File: config.mk
export PLATFORM = sky130hd
export DESIGN_NAME = fc_mac_engine_flat
export DESIGN_NICKNAME = d
export VERILOG_FILES = /design/src/rtl/fc_pkg.sv /design/src/rtl/fc_mac_engine_if.sv /design/src/rtl/fc_mac_unit.sv /design/src/rtl/fc_mac_engine.sv /design/src/flat_wrapper.sv
export SDC_FILE = /design/constraint.sdc
export NUM_CORES = 2
export LEC_CHECK = 0
export CORE_MARGIN = 8
export CORE_UTILIZATION = 45
export CTS_CLUSTER_DIAMETER = 100
export DETAILED_ROUTE_END_ITERATION = 10
export GPL_ROUTABILITY_DRIVEN = 0
export MAX_ROUTING_LAYER = met4
export PLACE_DENSITY = 0.63
export SYNTH_ARGS = -nofsm -noshare
export SYNTH_HDL_FRONTEND = slang
export SYNTH_SLANG_ARGS = --single-unit
export TNS_END_PERCENT = 1
File: constraint.sdc
create_clock -name clk -period 9.34 [get_ports clk]
set_clock_uncertainty 0.15 [all_clocks]
set_input_delay 1.401 -clock clk [delete_from_list [all_inputs] [get_ports clk]]
set_output_delay 1.401 -clock clk [all_outputs]
set_load 0.02 [all_outputs]
File: src/rtl/fc_pkg.sv
// Shared types, default sizes and the requantise/saturate helper for the
// fully-connected MAC engine.
package fc_pkg;

    typedef enum logic [1:0] {
        IDLE,
        LOAD,
        COMPUTE,
        EMIT
    } fc_state_e;

    localparam int unsigned DEF_IN_SIZE     = 512;
    localparam int unsigned DEF_OUT_SIZE    = 64;
    localparam int unsigned DEF_WEIGHT_BITS = 8;
    localparam int unsigned DEF_ACTIV_BITS  = 8;
    localparam int unsigned DEF_ACC_BITS    = 32;
    localparam int unsigned DEF_FRAC_BITS   = 7;

    // Index width that stays at least one bit for degenerate sizes.
    function automatic int unsigned idx_w(input int unsigned n);
        return (n > 1) ? $clog2(n) : 1;
    endfunction

    // Floor shift, optional ReLU, then clamp to a signed abits-wide range.
    function automatic logic signed [63:0] requant(
        input logic signed [63:0] acc,
        input int unsigned        frac,
        input int unsigned        abits,
        input logic               relu
    );
        logic signed [63:0] r;
        logic signed [63:0] hi;
        logic signed [63:0] lo;
        r  = acc >>> frac;
        hi = (64'sd1 <<< (abits - 1)) - 64'sd1;
        lo = -(64'sd1 <<< (abits - 1));
        if (relu && (r < 64'sd0)) r = '0;
        if (r > hi)      r = hi;
        else if (r < lo) r = lo;
        return r;
    endfunction

endpackage

File: src/rtl/fc_mac_engine_if.sv
// Input stream, weight-memory port and output stream of the FC MAC engine.
interface fc_mac_engine_if
    import fc_pkg::*;
#(
    parameter int unsigned IN_SIZE     = DEF_IN_SIZE,
    parameter int unsigned OUT_SIZE    = DEF_OUT_SIZE,
    parameter int unsigned WEIGHT_BITS = DEF_WEIGHT_BITS,
    parameter int unsigned ACTIV_BITS  = DEF_ACTIV_BITS
) ();

    localparam int unsigned AW = idx_w(IN_SIZE * OUT_SIZE);
    localparam int unsigned OW = idx_w(OUT_SIZE);

    logic signed [ACTIV_BITS-1:0]  in_data;
    logic                          in_valid;
    logic                          in_ready;
    logic                          w_rd_en;
    logic [AW-1:0]                 w_addr;
    logic signed [WEIGHT_BITS-1:0] w_data;
    logic signed [ACTIV_BITS-1:0]  out_data;
    logic [OW-1:0]                 out_index;
    logic                          out_valid;
    logic                          out_ready;

    modport slave (
        input  in_data, in_valid, w_data, out_ready,
        output in_ready, w_rd_en, w_addr, out_data, out_index, out_valid
    );

    modport master (
        output in_data, in_valid, w_data, out_ready,
        input  in_ready, w_rd_en, w_addr, out_data, out_index, out_valid
    );

endinterface

File: src/rtl/fc_mac_unit.sv
// Signed multiply-accumulate datapath with bias preload and requantised result.
module fc_mac_unit
    import fc_pkg::*;
#(
    parameter int unsigned WEIGHT_BITS = DEF_WEIGHT_BITS,
    parameter int unsigned ACTIV_BITS  = DEF_ACTIV_BITS,
    parameter int unsigned ACC_BITS    = DEF_ACC_BITS,
    parameter int unsigned FRAC_BITS   = DEF_FRAC_BITS
) (
    input  logic                          clk,
    input  logic                          rst,
    input  logic                          init,
    input  logic                          acc_en,
    input  logic                          relu,
    input  logic signed [ACTIV_BITS-1:0]  bias,
    input  logic signed [ACTIV_BITS-1:0]  x,
    input  logic signed [WEIGHT_BITS-1:0] w,
    output logic signed [ACTIV_BITS-1:0]  result
);

    localparam int unsigned PW = WEIGHT_BITS + ACTIV_BITS;

    logic signed [ACC_BITS-1:0] acc_q;
    logic signed [ACC_BITS-1:0] acc_d;
    logic signed [PW-1:0]       prod;

    always_comb begin
        prod  = PW'(x) * PW'(w);
        acc_d = acc_q;
        if (init) begin
            acc_d = ACC_BITS'(bias) <<< FRAC_BITS;
        end else if (acc_en) begin
            acc_d = acc_q + ACC_BITS'(prod);
        end
        result = ACTIV_BITS'(requant(64'(acc_q), FRAC_BITS, ACTIV_BITS, relu));
    end

    always_ff @(posedge clk) begin
        if (rst) acc_q <= '0;
        else     acc_q <= acc_d;
    end

endmodule

File: src/rtl/fc_mac_engine.sv
// Fully-connected layer engine: buffers one input frame, then computes each
// neuron by streaming its weights from external memory through fc_mac_unit.
module fc_mac_engine
    import fc_pkg::*;
#(
    parameter int unsigned IN_SIZE     = DEF_IN_SIZE,
    parameter int unsigned OUT_SIZE    = DEF_OUT_SIZE,
    parameter int unsigned WEIGHT_BITS = DEF_WEIGHT_BITS,
    parameter int unsigned ACTIV_BITS  = DEF_ACTIV_BITS,
    parameter int unsigned ACC_BITS    = DEF_ACC_BITS,
    parameter int unsigned FRAC_BITS   = DEF_FRAC_BITS
) (
    input  logic                           clk,
    input  logic                           rst,
    input  logic                           relu_en,
    input  logic [OUT_SIZE*ACTIV_BITS-1:0] biases,
    output logic                           busy,
    output logic                           done,
    fc_mac_engine_if.slave                 bus
);

    localparam int unsigned XW = idx_w(IN_SIZE);
    localparam int unsigned JW = idx_w(IN_SIZE + 2);
    localparam int unsigned OW = idx_w(OUT_SIZE);
    localparam int unsigned AW = idx_w(IN_SIZE * OUT_SIZE);
    localparam logic [XW-1:0] LAST_X  = XW'(IN_SIZE - 1);
    localparam logic [JW-1:0] LAST_RD = JW'(IN_SIZE - 1);
    localparam logic [JW-1:0] LAST_J  = JW'(IN_SIZE + 1);
    localparam logic [OW-1:0] LAST_O  = OW'(OUT_SIZE - 1);

    fc_state_e                   state_q, state_d;
    logic [XW-1:0]               cnt_q, cnt_d;
    logic [JW-1:0]               j_q, j_d;
    logic [OW-1:0]               o_q, o_d;
    logic                        relu_q, relu_d;
    logic                        w_rd_en_q, w_rd_en_d;
    logic [AW-1:0]               w_addr_q, w_addr_d;
    logic                        mac_vld_q, mac_vld_d;
    logic [XW-1:0]               x_sel_q, x_sel_d;
    logic signed [ACTIV_BITS-1:0] out_data_q, out_data_d;
    logic                        out_valid_q, out_valid_d;
    logic                        done_q, done_d;

    logic signed [ACTIV_BITS-1:0] buf_q [IN_SIZE];
    logic                         buf_wr;
    logic [XW-1:0]                buf_idx;
    logic                         in_ready;
    logic                         xfer;
    logic signed [ACTIV_BITS-1:0] bias_sel;
    logic signed [ACTIV_BITS-1:0] mac_result;

    assign in_ready = (state_q == IDLE) || (state_q == LOAD);
    assign xfer     = bus.in_valid && in_ready;
    assign bias_sel = biases[o_q*ACTIV_BITS +: ACTIV_BITS];

    // w_data for a read issued with index x_sel lands one cycle later, so the
    // buffer operand is selected by the delayed index.
    always_comb begin
        state_d     = state_q;
        cnt_d       = cnt_q;
        j_d         = j_q;
        o_d         = o_q;
        relu_d      = relu_q;
        w_rd_en_d   = 1'b0;
        w_addr_d    = w_addr_q;
        mac_vld_d   = w_rd_en_q;
        x_sel_d     = XW'(j_q);
        out_data_d  = out_data_q;
        out_valid_d = out_valid_q;
        done_d      = 1'b0;
        buf_wr      = 1'b0;
        buf_idx     = cnt_q;
        unique case (state_q)
            IDLE: if (xfer) begin
                buf_wr  = 1'b1;
                buf_idx = '0;
                relu_d  = relu_en;
                o_d     = '0;
                if (IN_SIZE == 1) begin
                    state_d   = COMPUTE;
                    j_d       = '0;
                    w_rd_en_d = 1'b1;
                    w_addr_d  = '0;
                end else begin
                    state_d = LOAD;
                    cnt_d   = XW'(1);
                end
            end
            LOAD: if (xfer) begin
                buf_wr = 1'b1;
                if (cnt_q == LAST_X) begin
                    state_d   = COMPUTE;
                    j_d       = '0;
                    o_d       = '0;
                    w_rd_en_d = 1'b1;
                    w_addr_d  = '0;
                end else begin
                    cnt_d = cnt_q + 1'b1;
                end
            end
            COMPUTE: begin
                j_d = j_q + 1'b1;
                if (j_q < LAST_RD) begin
                    w_rd_en_d = 1'b1;
                    w_addr_d  = w_addr_q + 1'b1;
                end
                if (j_q == LAST_J) begin
                    state_d     = EMIT;
                    out_data_d  = mac_result;
                    out_valid_d = 1'b1;
                end
            end
            EMIT: if (bus.out_ready) begin
                out_valid_d = 1'b0;
                if (o_q == LAST_O) begin
                    done_d  = 1'b1;
                    state_d = IDLE;
                end else begin
                    o_d       = o_q + 1'b1;
                    state_d   = COMPUTE;
                    j_d       = '0;
                    w_rd_en_d = 1'b1;
                    w_addr_d  = w_addr_q + 1'b1;
                end
            end
        endcase
    end

    always_ff @(posedge clk) begin
        if (rst) begin
            state_q     <= IDLE;
            cnt_q       <= '0;
            j_q         <= '0;
            o_q         <= '0;
            relu_q      <= 1'b0;
            w_rd_en_q   <= 1'b0;
            w_addr_q    <= '0;
            mac_vld_q   <= 1'b0;
            x_sel_q     <= '0;
            out_data_q  <= '0;
            out_valid_q <= 1'b0;
            done_q      <= 1'b0;
        end else begin
            state_q     <= state_d;
            cnt_q       <= cnt_d;
            j_q         <= j_d;
            o_q         <= o_d;
            relu_q      <= relu_d;
            w_rd_en_q   <= w_rd_en_d;
            w_addr_q    <= w_addr_d;
            mac_vld_q   <= mac_vld_d;
            x_sel_q     <= x_sel_d;
            out_data_q  <= out_data_d;
            out_valid_q <= out_valid_d;
            done_q      <= done_d;
        end
    end

    always_ff @(posedge clk) begin
        if (buf_wr) buf_q[buf_idx] <= bus.in_data;
    end

    fc_mac_unit #(
        .WEIGHT_BITS (WEIGHT_BITS),
        .ACTIV_BITS  (ACTIV_BITS),
        .ACC_BITS    (ACC_BITS),
        .FRAC_BITS   (FRAC_BITS)
    ) u_mac (
        .clk    (clk),
        .rst    (rst),
        .init   ((state_q == COMPUTE) && (j_q == '0)),
        .acc_en (mac_vld_q),
        .relu   (relu_q),
        .bias   (bias_sel),
        .x      (buf_q[x_sel_q]),
        .w      (bus.w_data),
        .result (mac_result)
    );

    assign bus.in_ready  = in_ready;
    assign bus.w_rd_en   = w_rd_en_q;
    assign bus.w_addr    = w_addr_q;
    assign bus.out_data  = out_data_q;
    assign bus.out_index = o_q;
    assign bus.out_valid = out_valid_q;
    assign busy          = (state_q != IDLE);
    assign done          = done_q;

endmodule
File: src/flat_wrapper.sv
// flat-port wrapper written by rule: the top's interface ports become plain ports
module fc_mac_engine_flat import fc_pkg::*;
#(
    parameter int unsigned IN_SIZE     = DEF_IN_SIZE,
    parameter int unsigned OUT_SIZE    = DEF_OUT_SIZE,
    parameter int unsigned WEIGHT_BITS = DEF_WEIGHT_BITS,
    parameter int unsigned ACTIV_BITS  = DEF_ACTIV_BITS,
    parameter int unsigned ACC_BITS    = DEF_ACC_BITS,
    parameter int unsigned FRAC_BITS   = DEF_FRAC_BITS
)
  (clk, rst, relu_en, biases, busy, done, bus_in_data, bus_in_valid, bus_w_data, bus_out_ready, bus_in_ready, bus_w_rd_en, bus_w_addr, bus_out_data, bus_out_index, bus_out_valid);
  fc_mac_engine_if #(.IN_SIZE(IN_SIZE), .OUT_SIZE(OUT_SIZE), .WEIGHT_BITS(WEIGHT_BITS), .ACTIV_BITS(ACTIV_BITS)) bus_i ();
  input  logic clk;
  input  logic rst;
  input  logic relu_en;
  input  logic [OUT_SIZE*ACTIV_BITS-1:0] biases;
  output logic busy;
  output logic done;
  input wire logic [$bits(bus_i.in_data)-1:0] bus_in_data;
  input wire logic [$bits(bus_i.in_valid)-1:0] bus_in_valid;
  input wire logic [$bits(bus_i.w_data)-1:0] bus_w_data;
  input wire logic [$bits(bus_i.out_ready)-1:0] bus_out_ready;
  output wire logic [$bits(bus_i.in_ready)-1:0] bus_in_ready;
  output wire logic [$bits(bus_i.w_rd_en)-1:0] bus_w_rd_en;
  output wire logic [$bits(bus_i.w_addr)-1:0] bus_w_addr;
  output wire logic [$bits(bus_i.out_data)-1:0] bus_out_data;
  output wire logic [$bits(bus_i.out_index)-1:0] bus_out_index;
  output wire logic [$bits(bus_i.out_valid)-1:0] bus_out_valid;
  assign bus_i.in_data = bus_in_data;
  assign bus_i.in_valid = bus_in_valid;
  assign bus_i.w_data = bus_w_data;
  assign bus_i.out_ready = bus_out_ready;
  assign bus_in_ready = bus_i.in_ready;
  assign bus_w_rd_en = bus_i.w_rd_en;
  assign bus_w_addr = bus_i.w_addr;
  assign bus_out_data = bus_i.out_data;
  assign bus_out_index = bus_i.out_index;
  assign bus_out_valid = bus_i.out_valid;
  fc_mac_engine #(.IN_SIZE(IN_SIZE), .OUT_SIZE(OUT_SIZE), .WEIGHT_BITS(WEIGHT_BITS), .ACTIV_BITS(ACTIV_BITS), .ACC_BITS(ACC_BITS), .FRAC_BITS(FRAC_BITS)) u_core (.clk(clk), .rst(rst), .relu_en(relu_en), .biases(biases), .busy(busy), .done(done), .bus(bus_i));
endmodule
==> flow_metrics.py <==
metrics = {
    "clock_tree": {
        "clockBufferDepth": 4,
        "cts_sinks": 4192,
        "clk_latency_ps": 990,
        "cts-root-buf": "clkbuf_16",
        "numCtsBuffers": 418,
        "path_clk_slew_ps": 60,
        "cts_tree": "done",
        "h-tree-depth": 5,
        "hold_buffers": 0,
    },
    "floorplanning": {
        "die_x_um": 635.4,
        "start_util": 0.4519,
        "die_area_sq_um": 403700,
        "coreArea_sq_um": 382000,
        "die_h_um": 635.4,
        "ios": 567,
        "row_count": 227,
    },
    "layout": {
        "regArea_sq_um": 125000,
        "nets": 10350,
        "fin_util": 0.5225,
        "layout-drive-gt1-share": 0.2149,
        "fillers": 29580,
        "finalNonFillerCells": 15030,
        "multi_input_area_sq_um": 44100,
        "syn_to_final_growth_pct": 15.63,
    },
    "sta": {
        "setup_viol": 0,
        "rsz0062_at_grt": "no",
        "hold_viol": 0,
        "slew_headroom": 0.04010,
        "tightest_slew_ps": 1429,
        "fmax_mhz": 109.8,
        "period_needed_ps": 9104,
        "period_share": 0.9747,
        "drv_slew": 0,
    },
    "synthesis": {
        "syn-mean-instance-area_sq_um": 19.79,
        "netlist_area_sq_um": 172600,
        "synthCells": 8725,
        "synth_fp_nets": 9471,
        "synth_top_area_cell": "edfxtp_1",
        "dominantRegCellSynth": "edfxtp_1",
        "yosys-top-cells-area": "edfxtp_1 (71%), mux4_2 (13%), mux2i_1 (2.8%), fa_1 (1.6%), nor2_1 (1.4%)",
        "synth_top_area_share": 0.7125,
        "yosys.cell_types.count": 85,
        "synth_edf_count": 4096,
        "yosysWarnings": 0,
        "ys_seq_elements": 4192,
        "seq_area_frac_synth": 0.7236,
        "async_flop_share": 0,
    },
    "critical_path": {
        "slowest_delay_ps": 1060,
        "worstSetupStartpointType": "register",
        "cp.required_ps": 10050,
        "cp_slowest_cell": "and2b_1",
        "path_max_fanout": 22,
        "crit_arrival_ps": 9810,
        "cpMostUsedCell": "fa_1",
        "critPathKind": "reg -> reg",
        "endpoint_kind": "register",
    },
    "grt": {
        "grt_usage": 0.2375,
        "antenna_found_initial": 42,
        "grt_pass1_vias": 92350,
        "grt_pass1_wl_mm": 683.4,
        "gr-total-overflow": 0,
        "grt_max_degree": 216,
    },
    "drt": {
        "wirelength_mm": 479.9,
        "highest_layer": "met4",
        "vias": 91310,
        "drcViolationCount": 0,
        "dr_wl_met3_mm": 41.15,
        "via_per_inst": 6.075,
        "ant_nets": 0,
        "routed-wl-met2_mm": 224.9,
        "wl_per_cell_um": 31.93,
        "drt_first_pass_iters": 9,
        "met1_length_mm": 196.8,
        "dr.first_iter.drc_count": 11500,
    },
    "power_and_ir_drop": {
        "vdd_ir_drop_max_mv": 0.1891,
        "powerDensity_nw_per_um2": 205.4,
        "finalPower_w": 0.04099,
        "p_leak_nw": 61.09,
    },
    "outcome": {
        "outcome": "complete, no violations",
    },
    "placed_design": {
        "dpl.hpwl_mm": 316.8,
        "numPlacedInstances": 14220,
        "numPortBuffers": 566,
    },
    "job": {
        "max_cap_violations": 0,
    },
    "worst_hold_path": {
        "hp-class": "reg -> reg",
    },
}
[per-stage QoR]
step	setup TNS, ps	instance area [sq um]	setup WS (ps)	hold slack (ps)
3_5_place_dp	-1006	185700	-327.3	315.3
5_1_grt	0	199600	18.54	344.9
6_report	0	199600	236.2	319.8
2_1_floorplan	0	172600	400.8	288.9
4_1_cts	0	199500	29.33	322.3
3_3_place_gp	-1091	185700	-365.9	306.9
[synth_stat cells, types with 31 or more instances]
master / n
a221oi_1: 52
a22oi_1: 312
nor2_1: 650
buf_1: 44
ha_1: 77
inv_1: 103
nor2b_1: 54
mux4_2: 970
a31oi_1: 74
nand2b_1: 32
mux4_1: 42
dfxtp_1: 96
nand3_1: 139
a21oi_1: 188
clkbuf_1: 224
nand2_1: 200
buf_6: 81
mux2i_1: 480
buf_2: 77
a211o_1: 31
buf_4: 84
a22o_1: 61
edfxtp_1: 4096
fa_1: 136
[layout make-up]
cell class	instances	area share
multi-input cells	3885	0.2209
repair buffers	1003	0.05047
clock buffers	493	0.05382
diodes	35	0.0004388
clock inverters	282	0.01482
flip-flops and latches	4192	0.6260
inverters	104	0.001956
well taps	5038	0.03158
[routing by layer]
metal	up-vias	global-route usage
met5	-	-
met4	0	0.07655
met3	763	0.04338
met2	4384	0.3626
met1	48480	0.3263
li1	37680	-
[worst paths after layout]
| kind | start | to | slack [ps] | cells past startpoint |
|---|---|---|---|---|
| setup / recovery | register | u_core.u_mac.acc_q[27] | 240 | 25 |
| hold / removal | u_core.bus.out_data[7] | u_core.bus.out_data[7] | 320 | 2 |
| setup reg to reg | register | u_core.u_mac.acc_q[27] | 240 | 25 |
| hold reg to reg | u_core.bus.out_data[7] | u_core.bus.out_data[7] | 320 | 2 |
[cells by family (layout without fill, tap and decap cells)]
kind of cell / count (synthesis) / count (layout) / synth area share
AOI/OAI and AO/OA: 857 / 857 / 0.03499
buffers and inverters: 649 / 1882 / 0.02257
DFF: 4192 / 4192 / 0.7236
muxes: 1514 / 1514 / 0.1622
and+or+nand+nor: 1250 / 1251 / 0.03269
other: 0 / 35 / 0
xor gates and xnor gates: 50 / 50 / 0.002537
adders and majority gates: 213 / 213 / 0.02135
[where the power goes]
part	switching (W)	internal [W]	total (W)
registers	0.0000153	0.0206	0.0207
logic	0.00180	0.00166	0.00346
clock network	0.00721	0.00966	0.0169
total	0.00903	0.0320	0.0410
[state kept, by name (all words and copies together) (netlist names), named ones only]
register / flops
u_core.buf_q: 4096
u_core.bus.out_data: 8
u_core.bus.out_index: 6
u_core.bus.out_valid: 1
u_core.bus.w_addr: 15
u_core.bus.w_rd_en: 1
u_core.cnt_q: 9
u_core.done: 1
u_core.j_q: 10
u_core.mac_vld_q: 1
u_core.relu_q: 1
u_core.state_q: 2
u_core.u_mac.acc_q: 32
[what timing repair did]
| action | 4_1_cts | 5_1_grt |
|---|---|---|
| pin swaps | 0 | 0 |
| setup endpoints to repair | 10 | 9 |
| resized for setup | 10 | 10 |
| cloned | 0 | 1 |
| buffers inserted | 3 | 0 |
[worst max-delay path: cells and delay by family, from the launching register on]
kind	cells	cell delay, ps
simple gates	5	2140
flops	1	470
buf+inv	3	670
mux	1	360
fa+ha+maj	6	2560
compound gates	10	2620
[layout by cell type (no fill, tap or decap), types with 50 or more instances in the layout]
master           instances
a22oi_1                312
clkdlybuf4s50_1        557
nand3_1                139
dfxtp_1                 86
edfxtp_1              4096
inv_1                  103
buf_4                  349
bufinv_16               51
mux4_2                 970
mux2i_1                479
clkinv_2                79
a21oi_1                180
a31oi_1                 73
fa_1                   136
ha_1                    77
nand2_1                182
clkbuf_16              418
a22o_1                  61
buf_12                  87
a221oi_1                50
clkbuf_1                75
nor2_1                 643
clkinv_1                96
(Power assumes the default switching activity.)
